==> src/rtl/instruction_fetch_unit.sv <==
// ---------------------------------------------------------------------------
// instruction_fetch_unit
//
// Purpose:
//   Fetch stage of the pipeline. Owns the PC register, issues word addresses
//   to a synchronous instruction memory with a 1-cycle read latency, and
//   registers the returned instruction into the IF/ID outputs. A one-entry
//   skid buffer keeps the in-flight word when decode stalls, so no fetched
//   instruction is ever lost or duplicated. A redirect (branch/jump taken)
//   flushes everything in flight and reloads the PC.
//
// Handshake (stall):
//   stall_i=1 means decode cannot accept this cycle: the IF/ID outputs hold
//   their value and no new memory request is issued. A word that was already
//   requested lands in the skid buffer and is presented first once stall_i
//   drops. redirect_i has priority over stall_i.
//
// Optional build macro:
//   IF_MISALIGN_TRAP_EN - adds misalign_o; a redirect target with non-zero
//   low ADDR_LSB bits is aligned down and misalign_o pulses for one cycle.
//
// Ports:
//   clk            in   clock, all state updates on the rising edge
//   reset          in   synchronous active-low reset
//   stall_i        in   decode cannot accept; hold outputs
//   redirect_i     in   branch/jump taken; flush and reload PC
//   redirect_pc_i  in   [B]      new PC when redirect_i=1
//   imem_en_o      out  read request this cycle (combinational)
//   imem_addr_o    out  [MEM_AW] memory word address (combinational)
//   imem_rdata_i   in   [W]      data for the previous cycle's request
//   if_valid_o     out  IF/ID outputs hold a valid instruction
//   if_instr_o     out  [W]      fetched instruction
//   if_pc_o        out  [B]      PC of if_instr_o
//   if_pc_plus_o   out  [B]      if_pc_o + PC_STEP
//   dbg_state_o    out  [2]      FSM state (IDLE=0, FETCH=1, HOLD=2)
//   misalign_o     out  misaligned redirect pulse (IF_MISALIGN_TRAP_EN only)
//
// Parameter constraint: ADDR_LSB + MEM_AW <= B.
// ---------------------------------------------------------------------------
module instruction_fetch_unit #(
  parameter int unsigned     B        = 32,
  parameter int unsigned     W        = 32,
  parameter int unsigned     PC_STEP  = 4,
  parameter logic [B-1:0]    RESET_PC = '0,
  parameter int unsigned     ADDR_LSB = 2,
  parameter int unsigned     MEM_AW   = 10
) (
  input  logic              clk,
  input  logic              reset,
  input  logic              stall_i,
  input  logic              redirect_i,
  input  logic [B-1:0]      redirect_pc_i,
  output logic              imem_en_o,
  output logic [MEM_AW-1:0] imem_addr_o,
  input  logic [W-1:0]      imem_rdata_i,
  output logic              if_valid_o,
  output logic [W-1:0]      if_instr_o,
  output logic [B-1:0]      if_pc_o,
  output logic [B-1:0]      if_pc_plus_o,
`ifdef IF_MISALIGN_TRAP_EN
  output logic              misalign_o,
`endif
  output logic [1:0]        dbg_state_o
);

  localparam logic [1:0] ST_IDLE  = 2'd0;
  localparam logic [1:0] ST_FETCH = 2'd1;
  localparam logic [1:0] ST_HOLD  = 2'd2;

  localparam logic [B-1:0] STEP_B = B'(PC_STEP);

  // State registers
  logic [1:0]   state_q,      state_d;
  logic [B-1:0] pc_q,         pc_d;
  logic         req_valid_q,  req_valid_d;
  logic [B-1:0] req_pc_q,     req_pc_d;
  logic         skid_valid_q, skid_valid_d;
  logic [W-1:0] skid_instr_q, skid_instr_d;
  logic [B-1:0] skid_pc_q,    skid_pc_d;
  logic         if_valid_q,   if_valid_d;
  logic [W-1:0] if_instr_q,   if_instr_d;
  logic [B-1:0] if_pc_q,      if_pc_d;
  logic [B-1:0] if_pc_plus_q, if_pc_plus_d;
  logic         imem_en;
  logic [B-1:0] target_pc;

`ifdef IF_MISALIGN_TRAP_EN
  // Bits at and above ADDR_LSB; works for ADDR_LSB=0 (mask is all ones).
  localparam logic [B-1:0] ALIGN_MASK = {B{1'b1}} << ADDR_LSB;
  logic misalign_q, misalign_d;
  logic target_misaligned;

  assign target_misaligned = |(redirect_pc_i & ~ALIGN_MASK);
  assign target_pc         = redirect_pc_i & ALIGN_MASK;
`else
  assign target_pc         = redirect_pc_i;
`endif

  always_comb begin
    state_d      = state_q;
    pc_d         = pc_q;
    req_valid_d  = req_valid_q;
    req_pc_d     = req_pc_q;
    skid_valid_d = skid_valid_q;
    skid_instr_d = skid_instr_q;
    skid_pc_d    = skid_pc_q;
    if_valid_d   = if_valid_q;
    if_instr_d   = if_instr_q;
    if_pc_d      = if_pc_q;
    if_pc_plus_d = if_pc_plus_q;
    imem_en      = 1'b0;
`ifdef IF_MISALIGN_TRAP_EN
    misalign_d   = 1'b0;
`endif

    if (redirect_i) begin
      // Flush: the pending request and the skid entry belong to the wrong
      // path. No request goes out this cycle because pc is being replaced.
      pc_d         = target_pc;
      req_valid_d  = 1'b0;
      skid_valid_d = 1'b0;
      if_valid_d   = 1'b0;
      state_d      = ST_FETCH;
`ifdef IF_MISALIGN_TRAP_EN
      misalign_d   = target_misaligned;
`endif
    end else begin
      case (state_q)
        ST_IDLE: begin
          state_d = ST_FETCH;
        end

        ST_FETCH: begin
          if (stall_i) begin
            // The word requested last cycle arrives now; park it so it is
            // not lost while decode is stalled.
            if (req_valid_q) begin
              skid_instr_d = imem_rdata_i;
              skid_pc_d    = req_pc_q;
              skid_valid_d = 1'b1;
              req_valid_d  = 1'b0;
            end
            state_d = ST_HOLD;
          end else begin
            imem_en     = 1'b1;
            pc_d        = pc_q + STEP_B;
            req_valid_d = 1'b1;
            req_pc_d    = pc_q;
            if (req_valid_q) begin
              if_instr_d   = imem_rdata_i;
              if_pc_d      = req_pc_q;
              if_pc_plus_d = req_pc_q + STEP_B;
              if_valid_d   = 1'b1;
            end else begin
              if_valid_d   = 1'b0;
            end
          end
        end

        ST_HOLD: begin
          if (!stall_i) begin
            if (skid_valid_q) begin
              if_instr_d   = skid_instr_q;
              if_pc_d      = skid_pc_q;
              if_pc_plus_d = skid_pc_q + STEP_B;
              if_valid_d   = 1'b1;
            end else begin
              if_valid_d   = 1'b0;
            end
            skid_valid_d = 1'b0;
            imem_en      = 1'b1;
            pc_d         = pc_q + STEP_B;
            req_valid_d  = 1'b1;
            req_pc_d     = pc_q;
            state_d      = ST_FETCH;
          end
        end

        default: begin
          state_d = ST_IDLE;
        end
      endcase
    end
  end

  always_ff @(posedge clk) begin
    if (!reset) begin
      state_q      <= ST_IDLE;
      pc_q         <= RESET_PC;
      req_valid_q  <= 1'b0;
      req_pc_q     <= '0;
      skid_valid_q <= 1'b0;
      skid_instr_q <= '0;
      skid_pc_q    <= '0;
      if_valid_q   <= 1'b0;
      if_instr_q   <= '0;
      if_pc_q      <= '0;
      if_pc_plus_q <= '0;
`ifdef IF_MISALIGN_TRAP_EN
      misalign_q   <= 1'b0;
`endif
    end else begin
      state_q      <= state_d;
      pc_q         <= pc_d;
      req_valid_q  <= req_valid_d;
      req_pc_q     <= req_pc_d;
      skid_valid_q <= skid_valid_d;
      skid_instr_q <= skid_instr_d;
      skid_pc_q    <= skid_pc_d;
      if_valid_q   <= if_valid_d;
      if_instr_q   <= if_instr_d;
      if_pc_q      <= if_pc_d;
      if_pc_plus_q <= if_pc_plus_d;
`ifdef IF_MISALIGN_TRAP_EN
      misalign_q   <= misalign_d;
`endif
    end
  end

  assign imem_en_o    = imem_en;
  assign imem_addr_o  = pc_q[ADDR_LSB +: MEM_AW];
  assign if_valid_o   = if_valid_q;
  assign if_instr_o   = if_instr_q;
  assign if_pc_o      = if_pc_q;
  assign if_pc_plus_o = if_pc_plus_q;
  assign dbg_state_o  = state_q;
`ifdef IF_MISALIGN_TRAP_EN
  assign misalign_o   = misalign_q;
`endif

endmodule

==> config.mk <==
export PLATFORM = sky130hd
export DESIGN_NAME = instruction_fetch_unit
export DESIGN_NICKNAME = d
export VERILOG_FILES = /design/src/rtl/instruction_fetch_unit.sv
export SDC_FILE = /design/constraint.sdc
export NUM_CORES = 1
export LEC_CHECK = 0
export CAP_MARGIN = 20
export CORE_MARGIN = 2
export CORE_UTILIZATION = 39
export CTS_BUF_LIST = sky130_fd_sc_hd__clkbuf_8
export CTS_CLUSTER_SIZE = 14
export DETAILED_ROUTE_END_ITERATION = 7
export GPL_ROUTABILITY_DRIVEN = 0
export GPL_TIMING_DRIVEN = 0
export PLACE_DENSITY_LB_ADDON = 0.3
export SETUP_SLACK_MARGIN = 0.1
export SYNTH_ARGS = -nofsm -noshare
export SYNTH_HDL_FRONTEND = slang
export SYNTH_SLANG_ARGS = --single-unit
==> constraint.sdc <==
create_clock -name clk -period 9.2 [get_ports clk]
set_input_delay 2.3 -clock clk [delete_from_list [all_inputs] [get_ports clk]]
set_output_delay 2.3 -clock clk [all_outputs]
set_load 0.05 [all_outputs]
==> impl_results.md <==
- Most Frequent Cell on Critical Path: clkdlybuf4s50_1
- Yosys top cell area share: 45.3%
- Antenna violations before repair: 0
- Register area share after synthesis: 45.3%
- Unrepaired setup endpoints after global routing: no
- Hold Path Class: reg -> reg
- TritonCTS clock tree: yes
- Diodes inserted: 0
- Post-route DRC violation count: 0
- Final hold viol count: 0
- WP data required: 6900 ps
- Primary FF master, synth: dfxtp_1
- Vias in the first global route: 8,957
- Post-route cell area: 0.0130 mm2
- CP endpoint kind: primary output
- Vias/cell: 5.25
- R2R setup slack: about 5100 ps
- CTS Root Cell: clkbuf_8
- Asr flop ratio synth: 0%
- MaxCap Viol Count: 0
- Die height: roughly 160 um
- Drt total wl: 29,700 um
- R2R cell count: 13
- DRT antenna net count: 0
- Maximum clock rate: between 100 and 150 MHz
- Distinct cells, synth: 54
- Clock buffer depth: 3
- Syn Inst Count: 1,217
- Post-route setup TNS: 0 ps
- #FFs+latches synth: 227
- Post-synth top area cell: dfxtp_1
- Rows: 58
- Tcrit/Tclk final: 81.7%
- CP Launch Type: input pin
- Critical path arrival: 5210 ps
- Net switching power: between 0.5 and 0.6 mW
- # hold bufs at CTS: 0
- Outcome: finished, final reports clean
- Initial Utilization: 39.7%
- Commonest non-fill, non-tap cell in the layout: nand2_1
- CP bufs+invs: 5
- Mean Syn Cell Area: approximately 8.2 um2
- TritonCTS Buffers: 39
- Final Skew: 24.9 ps
- Critical Path Fanout Max: 10
- Total track usage: 21.7%
- Most frequent cells in the layout: 238 x nand2_1, 227 x dfxtp_1, 176 x clkdlybuf4s50_1
- Seq pwr share: 46.2%
- CP Cell Sequence: clkdlybuf4s50_1 > clkbuf_1 > nor2b_1 > nand2_1 > inv_1 > buf_1 > clkdlybuf4s50_1
- Setup Crit Path Kind: in -> out
- Measured slew at the worst slew-check pin: between 1000 and 1500 ps
- Crit-path max cell delay: approximately 900 ps
- H-tree depth: 2
- Placed cell area: 0.0122 mm2
- Netlist Area Pre-Place: roughly 0.01 mm2
- Final setup vio count: 0
- Post-synth EDFFs: 0
- Slew headroom: between 20% and 30%
- R2R Path End: if_pc_plus_o[26]$_SDFFE_PN0P_
- Max-slew violation count: 0
- Reg2reg start: dbg_state_o[0]$_SDFFE_PN0P_
- Worst VDD drop: 0.0000874 V
- Tot Pwr: 2.25 mW
- DIE AREA: 0.0270 mm2
- Global-route wire length before repair: 46,800 um
- Hold_sp: if_pc_plus_o[8]$_SDFFE_PN0P_
- Synth warnings: 0
- CTS clock-pin slew for the worst setup and hold paths: 60 ps
- Synth area leaders: dfxtp_1 45%, nand2_1 8.9%, a21oi_1 6.7%
- Clk_lat worst skew: 540 ps
- Fin crit period: 7510 ps
- Combinational power share: 11.5%
- IO buf count: 176
- Syn_nets: 1,291
- Initial DRC Count: 860
- Int Power: 1.65 mW
- Layout area overhead: 29.9%
- Top-level I/O count: 178
- Clk sinks: between 200 and 250
- Leakage: 4.24 nW
- Pre-Repair DR Iteration Count: 6
- Clock network fraction of total power: 42.3%
- Post_cts resized: 0
- PwrDens: 172 mW/mm2
- WHS: 453 ps
- Hold Path Stages: 2
- Core box area: 0.0253 mm2
- DP HPWL: 22,000 um
- Die width: 164 um
- Crit path max-delay family: buffers and inverters
- Sw Share: a little over a quarter
- Nets: between 1.5k and 2k
- Layout cell share with drive strength beyond 1: under 10%
- Largest net degree at the start of global routing: 11
- Hold EP: if_pc_plus_o[8]$_SDFFE_PN0P_
- Number of setup buffers added after CTS: 0
- Avg WL per Cell: 16.6 um
- Remaining Overflow, GRT: 0
- CP max stage cell: clkdlybuf4s50_1
- Total number of vias: 9,416
-- Yosys cell counts, drive strengths merged, types with 5 or more instances --
master / n
a211oi: 71
a21oi: 136
and3: 8
buf: 41
clkbuf: 60
dfxtp: 227
ha: 6
inv: 12
mux2i: 64
nand2: 238
nand3: 41
nand3b: 11
nand4: 22
nand4b: 9
nor2: 105
nor3: 16
nor4: 8
o21ai: 40
o311ai: 5
xnor2: 34
xor2: 6
-- how the worst max path moves through the flow --
stage            start         to  slack, ps  cells after the start
2_1_floorplan  stall_i  imem_en_o       3160                      5
3_3_place_gp   stall_i  imem_en_o       1720                      7
3_5_place_dp   stall_i  imem_en_o       1720                      7
4_1_cts        stall_i  imem_en_o       1710                      7
5_1_grt        stall_i  imem_en_o       1520                      7
6_report       stall_i  imem_en_o       1690                      7
-- power by group through the flow --
stage | combinational, mW | clock [mW] | sequential (mW)
finish | 0.258 | 0.949 | 1.04
global route | 0.277 | 1.01 | 1.04
CTS | 0.259 | 0.966 | 1.04
detailed placement | 0.258 | 0 | 1.06
global placement | 0.257 | 0 | 1.06
floorplan | 0.110 | 0 | 1.10
-- logic make-up after synthesis --
family | share of synthesized area (%)
AND/OR/NAND/NOR | 21.3
multiplexers | 6.83
adder cells (fa/ha/maj) | 0.748
XOR/XNOR | 3.49
buffers and inverters | 5.03
AO/OA/AOI/OAI | 17.3
flip-flops | 45.3
-- metrics by stage --
step / cells / setup WS (ps) / utilization, %
after floorplan: 1217 / 3160 / -
after CTS: 1792 / 1710 / 51.6
after global placement: 1723 / 1720 / 48.3
final: 1792 / 1690 / 51.6
after detailed placement: 1723 / 1720 / 48.3
after global routing: 1792 / 1520 / 51.6
-- sequential cells by signal (all words and copies together) (netlist names) --
name	count
if_pc_o	32
pc_q	32
dbg_state_o	2
skid_instr_q	32
skid_valid_q	1
if_instr_o	32
req_pc_q	32
if_pc_plus_o	30
req_valid_q	1
if_valid_o	1
skid_pc_q	32
-- worst min-delay path: stages (launching register included) --
cell,delay (ps)
dfxtp_1,310
nand2_1,50
a21oi_1,50
-- metal layers --
layer,GRT usage [%],routed length (um),vias to the layer above
met1,30.7,13900,4365
met5,0,0,-
li1,-,-,4690
met2,34.0,13200,317
met3,3.72,2030,44
met4,6.40,633,0
-- area by class of cell --
class / count / area, um2
multi-input combinational: 877 / 4980
inverter: 12 / 45.0
clock buffer: 50 / 688
tap: 330 / 413
timing repair buffer: 176 / 1760
clock inverter: 19 / 134
fill: 2435 / 12200
buffer: 101 / 459
sequential: 227 / 4540
Power figures use the tool's default switching activity.
==> RTL edit: new RTL, same flow settings <==
Put one more register stage on the output `dbg_state_o`. The value now appears one clock later. The other outputs are not delayed to match.
--- a/src/rtl/instruction_fetch_unit.sv
+++ b/src/rtl/instruction_fetch_unit.sv
@@ -223,7 +223,9 @@
   assign if_instr_o   = if_instr_q;
   assign if_pc_o      = if_pc_q;
   assign if_pc_plus_o = if_pc_plus_q;
-  assign dbg_state_o  = state_q;
+  always_ff @(posedge clk) begin
+    dbg_state_o <= state_q;
+  end
 `ifdef IF_MISALIGN_TRAP_EN
   assign misalign_o   = misalign_q;
 `endif
Formal check against the unedited RTL: not equivalent (Yosys sat finds a counterexample within 4 cycles, from zero or initial values and one cycle with reset low).
==> RTL edit against the unedited design <==
Clock power down 9.6%. Count of clock-buffer cells in the layout decreased by 7. Area after synthesis rose by 2.4%. Final area increased by 1.0%. Hold slack lost 0.021 ns. Via count grew 2.8%. Combinational power grew 2%. Sequential cell count rose by 2. Wire length is 4.3% higher. Worst setup slack got worse by 0.049 ns. Non-clock buffer count grew 4. Power fell by 3.4%. Critical endpoint unchanged. Largest cell class unchanged. Largest power group unchanged.
==> RTL edit: results (changes against the unedited design) <==
{| class="wikitable"
! Metric !! Value
|-
| Met3 Use GR || 0.03885 (+0.001679)
|-
| Wire length of the first global-routing pass || 48,800 µm (+4.3%)
|-
| Sw Pwr || 0.5957 mW (+0.65%)
|-
| Cells after DPL || 1,758 (+2.0%)
|-
| LEAKAGE || 4.276 nW (+0.94%)
|-
| All-layer global routing usage || 0.2166 (-0.0006231)
|-
| Count of TritonRoute iterations in the first routing pass || 7 (+1)
|-
| Result of the run || finished, final reports clean
|-
| Via count of the routed design || 9,682 (+2.8%)
|-
| Worst Skew || 0.02247 ns (-0.002459 ns)
|-
| Worst slew margin relative to its limit || 0.3096 (+0.05748)
|-
| Number of buffers inserted by port buffering || 177 (+0.57%)
|-
| Most common library cells after synthesis || 249 x sky130_fd_sc_hd__nand2_1, 229 x sky130_fd_sc_hd__dfxtp_1, 137 x sky130_fd_sc_hd__a21oi_1, 103 x sky130_fd_sc_hd__nor2_1, 68 x sky130_fd_sc_hd__a211oi_1
|-
| Number of nets produced by synthesis || 1,320 (+2.2%)
|-
| Fraction of final layout cells with drive strength greater than 1 || 0.05918 (-0.007168)
|-
| Met2 Resource Use GR || 0.3446 (+0.004525)
|-
| Nets || 1,537 (+1.9%)
|-
| Half-perimeter wire length of the detailed placement result || 23,120 µm (+5.3%)
|-
| Largest cells by area after synthesis || sky130_fd_sc_hd__dfxtp_1 45%, sky130_fd_sc_hd__nand2_1 9.1%, sky130_fd_sc_hd__a21oi_1 6.7%, sky130_fd_sc_hd__mux2i_1 6.5%, sky130_fd_sc_hd__a211oi_1 5.0%
|-
| Vias in the first global route || 9,011 (+0.60%)
|-
| Worst Path Arrival || 5.26 ns (+0.05 ns)
|-
| CTS buffer count || 38 (-2.6%)
|-
| Number of DRC violations after detailed-routing iteration 0 || 773 (-10%)
|-
| Sequential area share after synthesis || 0.4463 (-0.006639)
|-
| Instance area after placement || 12,460 µm² (+2.1%)
|-
| Peak ir drop on the vdd network || 0.08409 mV (-3.8%)
|-
| Per-instance average area after synthesis || 8.244 µm² (about the same)
|-
| Via count normalized by instance count || 5.314 (+1.1%)
|-
| Post-synth cell types || 59 (+9.3%)
|}
==> RTL edit: cell type report <==
| cell class | instances | area (µm²) |
|---|---|---|
| inverters | 9 | 33.78 |
| flip-flops and latches | 229 | 4584 |
| clock inverters | 21 | 111.4 |
| plain buffers | 104 | 484.2 |
| multi-input cells | 904 | 5170 |
| well taps | 335 | 419.2 |
| repair buffers | 177 | 1772 |
| fillers | 2502 | 12820 |
| clock buffers | 43 | 591.8 |
==> RTL edit: kinds of logic after synthesis <==
kind of cell,synth area share
adder cells (fa/ha/maj),0.007308
multiplexers,0.07077
XOR/XNOR,0.02899
AND/OR/NAND/NOR,0.2284
flip-flops,0.4463
buffers and inverters,0.05043
AO/OA/AOI/OAI,0.1678
==> RTL edit: routing by layer <==
layer	wire length [µm]	vias up
li1	-	4804
met1	14560	4503
met2	13820	329
met3	1952	46
met4	633	0
met5	0	-
==> RTL edit: worst paths after layout <==
| path | cells after the start | startpoint | slack, ns | to |
|---|---|---|---|---|
| max reg2reg | 14 | state_q[0] | 5.52 | if_pc_plus_o[22] |
| min | 0 | state_q[1] | 0.43 | dbg_state_o[1] |
| min reg2reg | 0 | state_q[1] | 0.43 | dbg_state_o[1] |
| max | 7 | stall_i | 1.64 | imem_en_o |
==> RTL edit: stage by stage <==
stage / worst slack (ns) / utilization
6_report: 1.637 / 0.5067
5_1_grt: 1.484 / 0.5067
4_1_cts: 1.737 / 0.5067
3_5_place_dp: 1.756 / 0.4796
3_3_place_gp: 1.786 / 0.4796
2_1_floorplan: 3.253 / -
==> RTL edit: critical path: cells and delay by family <==
kind | cells | cell delay [ns]
buffers and inverters | 5 | 2.26
and+or+nand+nor | 2 | 0.69
==> RTL edit: power groups by stage <==
stage	Combinational (mW)	Clock, mW	Sequential, mW
floorplan	0.112	0	1.11
global placement	0.262	0	1.07
detailed placement	0.264	0	1.07
CTS	0.264	0.870	1.05
global route	0.283	0.917	1.05
finish	0.264	0.858	1.05
